==> src/rtl/keypad_lock_ctrl_pkg.sv <==
// Shared state encodings for the keypad lock controller and its benches.
package lock_pkg;

    localparam int STATE_W = 3;

    typedef enum logic [STATE_W-1:0] {
        S_LOCKED   = 3'b000,
        S_INPUT    = 3'b001,
        S_VERIFY   = 3'b010,
        S_ERROR    = 3'b011,
        S_UNLOCKED = 3'b100,
        S_LOCKOUT  = 3'b101,
        S_PROGRAM  = 3'b110
    } state_t;

endpackage

==> src/rtl/keypad_lock_ctrl_if.sv <==
// Keypad-side inputs and status outputs of the lock controller.
interface keypad_lock_ctrl_if #(
    parameter int DIGIT_W = 4,
    parameter int DCNT_W  = 3,
    parameter int FCNT_W  = 2
);
    logic               key_valid;
    logic [DIGIT_W-1:0] key_digit;
    logic               key_clear;
    logic               relock;
    logic               prog_en;
    logic [2:0]         state;
    logic               unlocked;
    logic               error;
    logic               lockout;
    logic [DCNT_W-1:0]  digit_cnt;
    logic [FCNT_W-1:0]  fail_cnt;

    modport master (
        output key_valid, key_digit, key_clear, relock, prog_en,
        input  state, unlocked, error, lockout, digit_cnt, fail_cnt
    );

    modport slave (
        input  key_valid, key_digit, key_clear, relock, prog_en,
        output state, unlocked, error, lockout, digit_cnt, fail_cnt
    );
endinterface

==> src/rtl/keypad_lock_ctrl_timer.sv <==
// Loadable down-counter shared by the lockout and unlock timeouts.
// expired flags the last cycle of a loaded period (count at 1), so a
// load of N keeps the owning state alive for exactly N cycles.
module lock_timer #(
    parameter int W = 6
) (
    input  logic         clk,
    input  logic         reset,
    input  logic         load,
    input  logic [W-1:0] load_val,
    input  logic         en,
    output logic         expired
);
    logic [W-1:0] count;

    // Load wins over counting; stop at zero so the counter never wraps.
    always_ff @(posedge clk) begin
        if (reset) begin
            count <= '0;
        end else if (load) begin
            count <= load_val;
        end else if (en && count != '0) begin
            count <= count - W'(1);
        end
    end

    assign expired = (count <= W'(1));
endmodule

==> src/rtl/keypad_lock_ctrl.sv <==
// Keypad lock sequencing controller: entry collection, code compare,
// failure counting with lockout, auto-relock and code reprogramming.
//
// state    | meaning
// ---------+---------------------------------------------------------
// LOCKED   | idle, waiting for the first digit
// INPUT    | collecting digits into the entry buffer
// VERIFY   | one cycle: compare entry buffer with stored code
// ERROR    | one cycle: wrong code reported
// UNLOCKED | door open, relock timer running
// LOCKOUT  | too many failures, inputs ignored until timer expires
// PROGRAM  | collecting a new code, timer frozen
module keypad_lock_ctrl
    import lock_pkg::*;
#(
    parameter int CODE_LEN       = 4,
    parameter int DIGIT_W        = 4,
    parameter int MAX_TRIES      = 3,
    parameter int LOCKOUT_CYCLES = 16,
    parameter int UNLOCK_CYCLES  = 32,
    parameter logic [CODE_LEN*DIGIT_W-1:0] DEFAULT_CODE = 16'h1234
) (
    input logic               clk,
    input logic               reset,
    keypad_lock_ctrl_if.slave bus
);
    localparam int CW    = CODE_LEN * DIGIT_W;
    localparam int DW    = $clog2(CODE_LEN + 1);
    localparam int FW    = $clog2(MAX_TRIES + 1);
    localparam int TMAX  = (LOCKOUT_CYCLES > UNLOCK_CYCLES) ? LOCKOUT_CYCLES : UNLOCK_CYCLES;
    localparam int TW    = $clog2(TMAX + 1);

    state_t        state, state_nxt;
    logic [CW-1:0] code, code_nxt;
    logic [CW-1:0] entry_buf, buf_nxt, slot_buf;
    logic [DW-1:0] digit_cnt, dcnt_nxt, dcnt_inc;
    logic [FW-1:0] fail_cnt, fcnt_nxt, fcnt_inc;
    logic          tmr_load, tmr_en, tmr_expired;
    logic [TW-1:0] tmr_val;

    lock_timer #(.W(TW)) u_timer (
        .clk      (clk),
        .reset    (reset),
        .load     (tmr_load),
        .load_val (tmr_val),
        .en       (tmr_en),
        .expired  (tmr_expired)
    );

    assign dcnt_inc = digit_cnt + DW'(1);
    assign fcnt_inc = fail_cnt + FW'(1);

    // Entry buffer with the incoming digit placed at slot digit_cnt (slot 0 = MSD).
    always_comb begin
        slot_buf = entry_buf;
        for (int i = 0; i < CODE_LEN; i++) begin
            if (int'(digit_cnt) == i) begin
                slot_buf[(CODE_LEN-1-i)*DIGIT_W +: DIGIT_W] = bus.key_digit;
            end
        end
    end

    // Register all controller state; reset restores the factory code.
    always_ff @(posedge clk) begin
        if (reset) begin
            state     <= S_LOCKED;
            code      <= DEFAULT_CODE;
            entry_buf <= '0;
            digit_cnt <= '0;
            fail_cnt  <= '0;
        end else begin
            state     <= state_nxt;
            code      <= code_nxt;
            entry_buf <= buf_nxt;
            digit_cnt <= dcnt_nxt;
            fail_cnt  <= fcnt_nxt;
        end
    end

    // Next-state, counter updates and timer control.
    always_comb begin
        state_nxt = state;
        code_nxt  = code;
        buf_nxt   = entry_buf;
        dcnt_nxt  = digit_cnt;
        fcnt_nxt  = fail_cnt;
        tmr_load  = 1'b0;
        tmr_val   = '0;
        tmr_en    = 1'b0;

        case (state)
            S_LOCKED: begin
                if (bus.key_valid) begin
                    buf_nxt   = slot_buf;
                    dcnt_nxt  = DW'(1);
                    state_nxt = (CODE_LEN == 1) ? S_VERIFY : S_INPUT;
                end
            end
            S_INPUT: begin
                if (bus.key_clear) begin
                    dcnt_nxt  = '0;
                    state_nxt = S_LOCKED;
                end else if (bus.key_valid) begin
                    buf_nxt  = slot_buf;
                    dcnt_nxt = dcnt_inc;
                    if (dcnt_inc == DW'(CODE_LEN)) begin
                        state_nxt = S_VERIFY;
                    end
                end
            end
            S_VERIFY: begin
                dcnt_nxt = '0;
                if (entry_buf == code) begin
                    fcnt_nxt  = '0;
                    tmr_load  = 1'b1;
                    tmr_val   = TW'(UNLOCK_CYCLES);
                    state_nxt = S_UNLOCKED;
                end else begin
                    fcnt_nxt = fcnt_inc;
                    if (fcnt_inc == FW'(MAX_TRIES)) begin
                        tmr_load  = 1'b1;
                        tmr_val   = TW'(LOCKOUT_CYCLES);
                        state_nxt = S_LOCKOUT;
                    end else begin
                        state_nxt = S_ERROR;
                    end
                end
            end
            S_ERROR: begin
                state_nxt = S_LOCKED;
            end
            S_LOCKOUT: begin
                tmr_en = 1'b1;
                if (tmr_expired) begin
                    fcnt_nxt  = '0;
                    state_nxt = S_LOCKED;
                end
            end
            S_UNLOCKED: begin
                tmr_en = 1'b1;
                if (bus.relock || tmr_expired) begin
                    state_nxt = S_LOCKED;
                end else if (bus.prog_en) begin
                    dcnt_nxt  = '0;
                    state_nxt = S_PROGRAM;
                end
            end
            S_PROGRAM: begin
                if (bus.key_clear) begin
                    dcnt_nxt  = '0;
                    tmr_load  = 1'b1;
                    tmr_val   = TW'(UNLOCK_CYCLES);
                    state_nxt = S_UNLOCKED;
                end else if (bus.key_valid) begin
                    buf_nxt = slot_buf;
                    if (dcnt_inc == DW'(CODE_LEN)) begin
                        code_nxt  = slot_buf;
                        dcnt_nxt  = '0;
                        tmr_load  = 1'b1;
                        tmr_val   = TW'(UNLOCK_CYCLES);
                        state_nxt = S_UNLOCKED;
                    end else begin
                        dcnt_nxt = dcnt_inc;
                    end
                end
            end
            default: begin
                dcnt_nxt  = '0;
                state_nxt = S_LOCKED;
            end
        endcase
    end

    assign bus.state     = state;
    assign bus.unlocked  = (state == S_UNLOCKED);
    assign bus.error     = (state == S_ERROR);
    assign bus.lockout   = (state == S_LOCKOUT);
    assign bus.digit_cnt = digit_cnt;
    assign bus.fail_cnt  = fail_cnt;
endmodule

==> src/flat_wrapper.sv <==
// flat-port wrapper written by rule: the top's interface ports become plain ports
module keypad_lock_ctrl_flat import lock_pkg::*;
#(
    parameter int CODE_LEN       = 4,
    parameter int DIGIT_W        = 4,
    parameter int MAX_TRIES      = 3,
    parameter int LOCKOUT_CYCLES = 16,
    parameter int UNLOCK_CYCLES  = 32,
    parameter logic [CODE_LEN*DIGIT_W-1:0] DEFAULT_CODE = 16'h1234
)
  (clk, reset, bus_key_valid, bus_key_digit, bus_key_clear, bus_relock, bus_prog_en, bus_state, bus_unlocked, bus_error, bus_lockout, bus_digit_cnt, bus_fail_cnt);
  keypad_lock_ctrl_if #(.DIGIT_W(DIGIT_W), .DCNT_W(3), .FCNT_W(2)) bus_i ();
  input logic clk;
  input logic reset;
  input wire logic [$bits(bus_i.key_valid)-1:0] bus_key_valid;
  input wire logic [$bits(bus_i.key_digit)-1:0] bus_key_digit;
  input wire logic [$bits(bus_i.key_clear)-1:0] bus_key_clear;
  input wire logic [$bits(bus_i.relock)-1:0] bus_relock;
  input wire logic [$bits(bus_i.prog_en)-1:0] bus_prog_en;
  output wire logic [$bits(bus_i.state)-1:0] bus_state;
  output wire logic [$bits(bus_i.unlocked)-1:0] bus_unlocked;
  output wire logic [$bits(bus_i.error)-1:0] bus_error;
  output wire logic [$bits(bus_i.lockout)-1:0] bus_lockout;
  output wire logic [$bits(bus_i.digit_cnt)-1:0] bus_digit_cnt;
  output wire logic [$bits(bus_i.fail_cnt)-1:0] bus_fail_cnt;
  assign bus_i.key_valid = bus_key_valid;
  assign bus_i.key_digit = bus_key_digit;
  assign bus_i.key_clear = bus_key_clear;
  assign bus_i.relock = bus_relock;
  assign bus_i.prog_en = bus_prog_en;
  assign bus_state = bus_i.state;
  assign bus_unlocked = bus_i.unlocked;
  assign bus_error = bus_i.error;
  assign bus_lockout = bus_i.lockout;
  assign bus_digit_cnt = bus_i.digit_cnt;
  assign bus_fail_cnt = bus_i.fail_cnt;
  keypad_lock_ctrl #(.CODE_LEN(CODE_LEN), .DIGIT_W(DIGIT_W), .MAX_TRIES(MAX_TRIES), .LOCKOUT_CYCLES(LOCKOUT_CYCLES), .UNLOCK_CYCLES(UNLOCK_CYCLES), .DEFAULT_CODE(DEFAULT_CODE)) u_core (.clk(clk), .reset(reset), .bus(bus_i));
endmodule
==> config.mk <==
export PLATFORM = sky130hd
export DESIGN_NAME = keypad_lock_ctrl_flat
export DESIGN_NICKNAME = d
export VERILOG_FILES = /design/src/rtl/keypad_lock_ctrl_pkg.sv /design/src/rtl/keypad_lock_ctrl_if.sv /design/src/rtl/keypad_lock_ctrl_timer.sv /design/src/rtl/keypad_lock_ctrl.sv /design/src/flat_wrapper.sv
export SDC_FILE = /design/constraint.sdc
export NUM_CORES = 1
export LEC_CHECK = 0
export ABC_AREA = 1
export ABC_CLOCK_PERIOD_IN_PS = 2450
export CAP_MARGIN = 20
export CORE_UTILIZATION = 58
export DETAILED_ROUTE_END_ITERATION = 12
export GPL_TIMING_DRIVEN = 0
export PLACE_DENSITY_LB_ADDON = 0.12
export SETUP_SLACK_MARGIN = 0.5
export SLEW_MARGIN = 0
export SYNTH_ARGS = -nofsm -noshare
export SYNTH_HDL_FRONTEND = slang
export SYNTH_SLANG_ARGS = --single-unit
export TNS_END_PERCENT = 1
==> constraint.sdc <==
create_clock -name clk -period 2.45 [get_ports clk]
set_clock_uncertainty 0.2 [all_clocks]
set_input_delay 0.245 -clock clk [delete_from_list [all_inputs] [get_ports clk]]
set_output_delay 0.245 -clock clk [all_outputs]
set_load 0.02 [all_outputs]
==> results of run 1 <==
==> worst max-delay path, stage by stage (launching register included) <==
cell,delay (ns)
dfxtp_1,0.50
nand3_1,0.14
inv_1,0.07
clkdlybuf4s50_1,0.59
==> path summary, 6_finish.rpt <==
| path | cells past startpoint | slack, ns | end | startpoint |
|---|---|---|---|---|
| min reg2reg | 2 | 0.28 | u_core.code[15] | u_core.code[15] |
| max reg2reg | 9 | 0.47 | u_core.bus.state[2] | u_core.u_timer.count[0] |
| min | 2 | 0.28 | u_core.code[15] | u_core.code[15] |
| max | 3 | 0.41 | bus_error | u_core.bus.state[1] |
==> cell type report <==
class / count / area share (%)
multi-input combinational: 278 / 46.5
sequential: 46 / 30.1
inverter: 71 / 8.67
timing repair buffer: 20 / 6.55
clock buffer: 6 / 2.69
buffer: 10 / 2.40
tap: 52 / 2.12
clock inverter: 1 / 0.977
==> sequential cells by signal, indices dropped and copies added (netlist names) <==
register              count
u_core.bus.state          3
u_core.bus.fail_cnt       2
u_core.entry_buf         16
u_core.bus.digit_cnt      3
u_core.u_timer.count      6
u_core.code              16
==> cells by family (layout without fill, tap and decap cells) <==
kind of cell | count (synthesis) | in the layout | share of synthesized area [%]
adders and majority gates | 10 | 10 | 4.65
and+or+nand+nor | 171 | 171 | 25.9
AOI/OAI and AO/OA | 95 | 95 | 21.9
DFF | 46 | 46 | 34.2
xor gates and xnor gates | 2 | 2 | 0.651
buffers and inverters | 81 | 108 | 12.6
==> layer usage <==
| metal | vias to the layer above | track usage, % | wire length, um |
|---|---|---|---|
| met1 | 1090 | 34.3 | 2840 |
| met4 | 0 | 7.33 | 65 |
| met5 | - | 0 | 0 |
| met2 | 70 | 40.8 | 2620 |
| li1 | 1329 | - | - |
| met3 | 9 | 4.33 | 304 |
==> cells in the final DEF, fill, tap and decap left out, types with 4 or more instances in the layout <==
master           count
nand2_1            117
nand3_1             14
a21oi_2             14
o21ai_2              4
buf_6                4
o21ai_0             26
o211ai_1             6
o21ai_1             22
inv_1               64
clkbuf_8             6
nor2_1              28
a21oi_1             20
inv_2                6
dfxtp_1             43
ha_1                10
clkdlybuf4s50_1     18
==> synth_stat cells (all sizes together) <==
master / number
a211oi: 2
or2: 2
ha: 10
nand2: 118
buf: 7
clkbuf: 3
o211ai: 6
nand3: 14
clkinv: 1
nor3: 5
nor2: 30
o221ai: 1
xor2: 2
o21ai: 52
inv: 70
a21oi: 34
nand4: 2
dfxtp: 46
==> power groups by stage <==
| stage | Sequential (mW) | Clock (mW) | Combinational [mW] |
|---|---|---|---|
| 2_1_floorplan | 0.883 | 0 | 0.380 |
| 3_3_place_gp | 0.867 | 0 | 0.535 |
| 3_5_place_dp | 0.870 | 0 | 0.541 |
| 4_1_cts | 0.852 | 0.584 | 0.547 |
| 5_1_grt | 0.862 | 0.617 | 0.618 |
| 6_report | 0.852 | 0.575 | 0.551 |
==> stage by stage <==
| step | std cells | utilization [%] |
|---|---|---|
| 3_5_place_dp | 477 | 67.0 |
| 5_1_grt | 484 | 69.6 |
| 4_1_cts | 484 | 69.6 |
| 2_1_floorplan | 405 | - |
| 6_report | 484 | 69.6 |
| 3_3_place_gp | 477 | 67.0 |
==> timing repair <==
item                                    4_1_cts  5_1_grt
endpoints found under the setup margin       11       28
gates cloned                                  0        0
gates resized for setup                       2        2
buffers inserted                              0        0
==> flow_metrics.py, run 1 <==
metrics = {
    "global_route": {
        "grt_pass1_vias": 2213,
        "grt_max_degree": 14,
        "gr-total-overflow": 0,
        "grt_use_total_pct": 25.2,
        "grt_pass1_wl_um": 9870,
        "antenna_found_initial": 0,
    },
    "timing": {
        "grt_setup_unrepaired": "yes",
        "tns_ns": 0,
        "hold_ws_ns": 0.275,
        "slew_headroom_pct": 61.2,
        "timing.fmax_mhz": 489,
        "final-hold-violation-count": 0,
        "post-route-period-util_pct": 83.4,
        "setup_ws_ns": 0.406,
        "finalCriticalPeriod_ns": 2.04,
        "drv_slew": 0,
        "max_slew.worst_pin.slew_ns": 0.582,
        "finalSetupViolations": 0,
    },
    "flow_run": {
        "maxCapViolCount": 0,
    },
    "logic_synthesis": {
        "postSynthCellCount": 405,
        "syn_nets": 425,
        "synth_seq_area_share_pct": 34.2,
        "ys_ff_latch": 46,
        "yosysTopAreaCell": "dfxtp_1",
        "synth_top_area_share_pct": 34.2,
        "synth_area_leaders": "dfxtp_1 (34%), nand2_1 (16%), inv_1 (8.9%)",
        "synthesis.area_um2": 2690,
        "yosysWarnings": 0,
        "synth_cell_types": 28,
        "avgSynthCellArea_um2": 6.65,
    },
    "placement": {
        "dpl_cell_area_um2": 2960,
        "io_buffers": 20,
        "pre_cts_slack_ns": 0.348,
        "place_hpwl_um": 4250,
        "gp_congestion": 0.833,
    },
    "power_and_ir_drop": {
        "power.leakage_nw": 1.42,
        "cellPowerDensity_nw_per_um2": 644,
        "seq_power_share_pct": 43.1,
        "p_comb_share_pct": 27.9,
        "p_total_mw": 1.98,
        "switching_power_uw": 648,
        "peakVddDrop_v": 0.000475,
        "internal_power_mw": 1.33,
        "sw_frac_of_total_pct": 32.7,
        "p_clk_share_pct": 29.1,
    },
    "clocking": {
        "ctsHoldBuffers": 0,
        "cts_root_buf": "clkbuf_8",
        "cts-buffers-inserted": 5,
        "cts_max_path_buffers": 2,
        "clk_pin_slew_worst_paths_ns": 0.08,
        "cts_tree": "yes",
        "clk_latency_ns": 0.30,
        "clock_sinks": 46,
        "htree_levels": 2,
    },
    "die": {
        "die_h_um": 70.1,
        "rows": 24,
        "ios": 21,
        "die_w_um": 70.1,
        "die-area_um2": 4920,
        "start_util_pct": 61.0,
        "core_area_um2": 4410,
    },
    "route": {
        "drc_errors": 0,
        "ant_nets": 0,
        "num_vias": 2498,
        "finalWirelength_um": 5830,
        "drt-initial-drc-count": 229,
        "wl_per_cell_um": 12.0,
        "via_per_inst": 5.16,
        "firstDrtPassIters": 5,
    },
    "cells_and_area": {
        "area_growth_pct": 14.2,
        "multiInputGateArea_um2": 1430,
        "nets": 452,
        "fillers": 381,
        "design_area_um2": 3070,
        "diodes": 0,
        "seq_area_um2": 925,
        "drive_gt1_share_pct": 11.3,
    },
    "status": {
        "status": "finished, final reports clean",
    },
    "setup_path": {
        "path_max_fanout": 8,
        "crit_type": "flip-flop to primary output",
        "critPathArrivalTime_ns": 1.60,
        "cp-end-kind": "primary output",
        "worstPathRequired_ns": 2.01,
        "start_kind": "flip-flop",
    },
    "min_path": {
        "holdCritPathClass": "flip-flop to flip-flop",
    },
}
No activity file was read; power rests on OpenSTA's default activity.
==> run 2, diff against run 1 <==
- ABC_CLOCK_PERIOD_IN_PS: 2450 -> 1900
- clock period: 2.45 -> 1.9 ns (I/O delays scaled with it)
==> run 2 against run 1 <==
Register-to-register slack worse by 0.38 ns. First-iteration DRC count down 26%. Count of clock-buffer cells in the layout rose by 2. Clock power is 16% higher. Largest power group unchanged. Highest routed layer unchanged. Combinational power up 41%. Critical path type is now flip-flop to flip-flop. Sequential share of layout area down 0.97 points. Global-route usage increased by 1.7 points. Cell area rose by 6.0%. Sequential power grew 30%. Routed wire length increased by 3.6%.
==> flow_metrics.py, run 2 (synthesis gave the netlist of run 1 again) <==
metrics = {
    "timing": {
        "setup_ws_ns": 0.0872,
        "finalCriticalPeriod_ns": 1.81,
        "max_slew.worst_pin.slew_ns": 0.489,
        "drv_slew": 0,
        "timing.fmax_mhz": 552,
        "final-hold-violation-count": 0,
        "finalSetupViolations": 0,
        "grt_setup_unrepaired": "yes",
        "post-route-period-util_pct": 95.4,
        "slew_headroom_pct": 67.4,
    },
    "route": {
        "drc_errors": 0,
        "ant_nets": 0,
        "firstDrtPassIters": 5,
        "wl_per_cell_um": 12.4,
        "num_vias": 2564,
        "via_per_inst": 5.29,
        "finalWirelength_um": 6030,
        "drt-initial-drc-count": 170,
    },
    "placement": {
        "place_hpwl_um": 4460,
        "gp_congestion": 0.870,
        "dpl_cell_area_um2": 3010,
        "dp.cells": 477,
        "pre_cts_slack_ns": -0.211,
        "io_buffers": 20,
    },
    "setup_path": {
        "crit_family": "flip-flops",
        "path_max_fanout": 6,
        "path_cells": "ha_4, ha_4, inv_2, nand2_4, o21ai_2, o211ai_1, nor2_2, inv_2, nand2_1, a21oi_2",
        "worstPathRequired_ns": 1.88,
        "cp-end-kind": "flip-flop",
        "slowest_stage": "dfxtp_4",
        "start_kind": "flip-flop",
        "max_stage_delay_ns": 0.37,
        "critPathArrivalTime_ns": 1.79,
        "reg2reg_slack_ns": 0.09,
        "crit_type": "flip-flop to flip-flop",
        "path_buf_inv": 2,
    },
    "cells_and_area": {
        "nets": 452,
        "drive_gt1_share_pct": 22.6,
        "reg_top3": "u_core.code x16, u_core.entry_buf x16, u_core.u_timer.count x6",
        "final_cell_mix": "nand2_1 (107), inv_1 (61), dfxtp_1 (30), o21ai_1 (28), nor2_1 (24)",
        "final_cells": 485,
        "multiInputGateArea_um2": 1560,
        "area_growth_pct": 21.1,
        "diodes": 0,
        "seq_area_um2": 948,
        "fin_util_pct": 73.8,
        "final_common_cell": "nand2_1",
        "design_area_um2": 3260,
        "fillers": 332,
    },
    "power_and_ir_drop": {
        "switching_power_uw": 885,
        "p_comb_share_pct": 30.3,
        "seq_power_share_pct": 43.6,
        "internal_power_mw": 1.67,
        "p_total_mw": 2.55,
        "peakVddDrop_v": 0.000565,
        "cellPowerDensity_nw_per_um2": 784,
        "sw_frac_of_total_pct": 34.7,
        "power.leakage_nw": 1.58,
        "p_clk_share_pct": 26.0,
    },
    "die": {
        "die_w_um": 70.1,
        "core_area_um2": 4410,
        "ios": 21,
        "die_h_um": 70.1,
        "start_util_pct": 61.0,
        "rows": 24,
        "die-area_um2": 4920,
    },
    "clocking": {
        "cts_max_path_buffers": 2,
        "ctsHoldBuffers": 0,
        "clk_latency_ns": 0.30,
        "cts-buffers-inserted": 5,
        "cts_tree": "yes",
        "cts_setup_buffers": 0,
        "clk_pin_slew_worst_paths_ns": 0.08,
        "cts_root_buf": "clkbuf_8",
        "clock_sinks": 46,
        "htree_levels": 2,
    },
    "global_route": {
        "grt_max_degree": 14,
        "grt_pass1_wl_um": 10600,
        "antenna_found_initial": 0,
        "gr-total-overflow": 0,
        "grt_use_total_pct": 26.9,
        "grt_pass1_vias": 2416,
    },
    "flow_run": {
        "maxCapViolCount": 0,
    },
    "status": {
        "status": "finished, final reports clean",
    },
    "min_path": {
        "holdCritPathClass": "flip-flop to flip-flop",
    },
}
-- run 2: tightest hold or removal path: cells and delay by family, from the launching register on --
kind | cells | cell delay (ns)
flip-flops | 1 | 0.31
buffers and inverters | 1 | 0.06
AO/OA/AOI/OAI | 1 | 0.05
-- run 2: final timing paths --
path / endpoint / from / depth (start not counted)
setup / recovery: u_core.bus.state[2] / u_core.bus.digit_cnt[0] / 10
hold / removal: u_core.code[10] / u_core.code[10] / 2
setup reg to reg: u_core.bus.state[2] / u_core.bus.digit_cnt[0] / 10
hold reg to reg: u_core.code[10] / u_core.code[10] / 2
-- run 2: layout make-up --
cell class	count	area share [%]
timing repair buffer	20	6.57
multi-input combinational	278	47.9
tap	52	2.00
buffer	10	3.07
inverter	71	8.22
clock buffer	8	3.11
sequential	46	29.1
-- run 2: per-layer routing --
layer | GRT usage (%) | vias to the layer above | routed length [um]
met4 | 7.33 | 0 | 111
met5 | 0 | - | 0
met1 | 36.1 | 1152 | 2930
li1 | - | 1340 | -
met3 | 4.33 | 10 | 305
met2 | 44.7 | 62 | 2680
-- run 2: what timing repair did --
action,4_1_cts,5_1_grt
resized for setup,13,69
pin swaps,4,11
endpoints found under the setup margin,57,57
-- run 2: through the flow --
stage,setup TNS [ns],hold slack [ns]
final,0,0.269
after global placement,-3.40,0.255
after global routing,-0.0225,0.293
after detailed placement,-4.75,0.259
after floorplan,0,0.0517
after CTS,0,0.273
-- run 2: power by group through the flow --
stage	clock (mW)	combinational, mW	sequential [mW]
final	0.665	0.775	1.11
after global routing	0.716	0.861	1.13
after global placement	0	0.709	1.13
after CTS	0.674	0.729	1.11
after detailed placement	0	0.723	1.13
after floorplan	0	0.510	1.15
==> run 3, diff against run 2 <==
- CORE_MARGIN: not set -> 2
- RECOVER_POWER: not set -> 50
==> run 3 against run 2 <==
Cell count up 0.41%. Via count down 0.98%. Combinational power down 7.5%. Routed wire length down 3.0%. Hold slack better by 0.0037 ns. Global-route usage down 1.5 points. Core utilization down 2.8 points. Critical endpoint is now bus_unlocked. Highest routed layer unchanged.
==> flow_metrics.py, run 3 (synthesis gave the netlist of run 1 again) <==
metrics = {
    "status": {
        "status": "finished, final reports clean",
    },
    "die": {
        "ios": 21,
        "core_area_um2": 4410,
        "rows": 24,
        "die_h_um": 72.1,
        "start_util_pct": 61.0,
        "die-area_um2": 5200,
        "die_w_um": 72.1,
    },
    "setup_path": {
        "start_kind": "flip-flop",
        "worstPathRequired_ns": 1.51,
        "crit_type": "flip-flop to primary output",
        "path_max_fanout": 8,
        "critPathArrivalTime_ns": 1.43,
        "cp-end-kind": "primary output",
    },
    "flow_run": {
        "maxCapViolCount": 0,
    },
    "cells_and_area": {
        "design_area_um2": 3130,
        "multiInputGateArea_um2": 1490,
        "reg_top3": "u_core.code x16, u_core.entry_buf x16, u_core.u_timer.count x6",
        "final_cell_mix": "nand2_1 (113), inv_1 (62), dfxtp_1 (40), nor2_1 (26), o21ai_0 (26)",
        "nets": 454,
        "final_common_cell": "nand2_1",
        "drive_gt1_share_pct": 15.9,
        "area_growth_pct": 16.4,
        "diodes": 0,
        "fillers": 406,
        "seq_area_um2": 931,
    },
    "clocking": {
        "cts-buffers-inserted": 5,
        "clk_pin_slew_worst_paths_ns": 0.08,
        "clock_sinks": 46,
        "cts_max_path_buffers": 2,
        "ctsHoldBuffers": 0,
        "htree_levels": 2,
        "cts_tree": "yes",
        "cts_root_buf": "clkbuf_8",
        "clk_latency_ns": 0.31,
    },
    "power_and_ir_drop": {
        "cellPowerDensity_nw_per_um2": 784,
        "sw_frac_of_total_pct": 35.2,
        "p_clk_share_pct": 25.9,
        "peakVddDrop_v": 0.000465,
        "internal_power_mw": 1.59,
        "power.leakage_nw": 1.44,
        "p_comb_share_pct": 29.2,
        "seq_power_share_pct": 44.9,
        "switching_power_uw": 863,
    },
    "timing": {
        "slew_headroom_pct": 63.5,
        "tns_ns": 0,
        "finalCriticalPeriod_ns": 1.82,
        "hold_ws_ns": 0.272,
        "finalSetupViolations": 0,
        "grt_setup_unrepaired": "yes",
        "setup_ws_ns": 0.0789,
        "max_slew.worst_pin.slew_ns": 0.547,
        "drv_slew": 0,
        "final-hold-violation-count": 0,
        "post-route-period-util_pct": 95.8,
        "timing.fmax_mhz": 549,
    },
    "route": {
        "wl_per_cell_um": 12.0,
        "firstDrtPassIters": 5,
        "drt-initial-drc-count": 169,
        "num_vias": 2539,
        "finalWirelength_um": 5850,
        "drc_errors": 0,
        "via_per_inst": 5.21,
        "ant_nets": 0,
    },
    "placement": {
        "dpl_cell_area_um2": 3010,
        "io_buffers": 20,
        "pre_cts_slack_ns": -0.179,
        "gp_congestion": 0.880,
        "place_hpwl_um": 4330,
    },
    "global_route": {
        "grt_max_degree": 15,
        "gr-total-overflow": 0,
        "grt_pass1_vias": 2443,
        "antenna_found_initial": 0,
        "grt_pass1_wl_um": 10400,
        "grt_use_total_pct": 25.3,
    },
    "min_path": {
        "holdCritPathClass": "flip-flop to flip-flop",
    },
}
-- run 3: worst max-delay path, cell delays in order (launching register included) --
cell           delay, ns
dfxtp_1             0.31
buf_4               0.16
nor3_2              0.28
dlygate4sd2_1       0.38
-- run 3: power groups by stage --
stage	Combinational (mW)	Clock [mW]	Sequential (mW)
2_1_floorplan	0.510	0	1.15
3_3_place_gp	0.710	0	1.13
3_5_place_dp	0.722	0	1.13
4_1_cts	0.728	0.647	1.11
5_1_grt	0.812	0.706	1.11
6_report	0.717	0.635	1.10
-- run 3: final timing paths --
path,endpoint,slack [ns],start,cells past startpoint
max,bus_unlocked,0.08,u_core.bus.state[0],3
min,u_core.code[13],0.27,u_core.code[13],2
max reg2reg,u_core.entry_buf[6],0.11,u_core.bus.state[0],9
min reg2reg,u_core.code[13],0.27,u_core.code[13],2
-- run 3: area by class of cell --
| class | instances | share of cell area (%) |
|---|---|---|
| clock buffers | 6 | 2.64 |
| well taps | 52 | 2.08 |
| repair buffers | 22 | 6.83 |
| plain buffers | 10 | 2.32 |
| multi-input cells | 278 | 47.6 |
| inverters | 71 | 8.51 |
| clock inverters | 2 | 0.359 |
| flip-flops and latches | 46 | 29.7 |
-- run 3: metrics by stage --
stage,std cells,power [mW],util [%]
after detailed placement,477,1.85,68.1
after global routing,487,2.63,71.0
after CTS,487,2.48,70.9
after global placement,477,1.84,68.1
after floorplan,405,1.66,-
final,487,2.46,71.0
-- run 3: metal layers --
layer,routed length [um],track usage (%)
met1,2840,32.7
met4,95,10.3
met5,0,0
met3,183,5.42
met2,2740,41.3
-- run 3: timing repair --
item / CTS / global route
resized for setup: 9 / 6
cloned: 0 / 0
pin swaps: 4 / 0
endpoints found under the setup margin: 57 / 57
setup buffers: 2 / 0
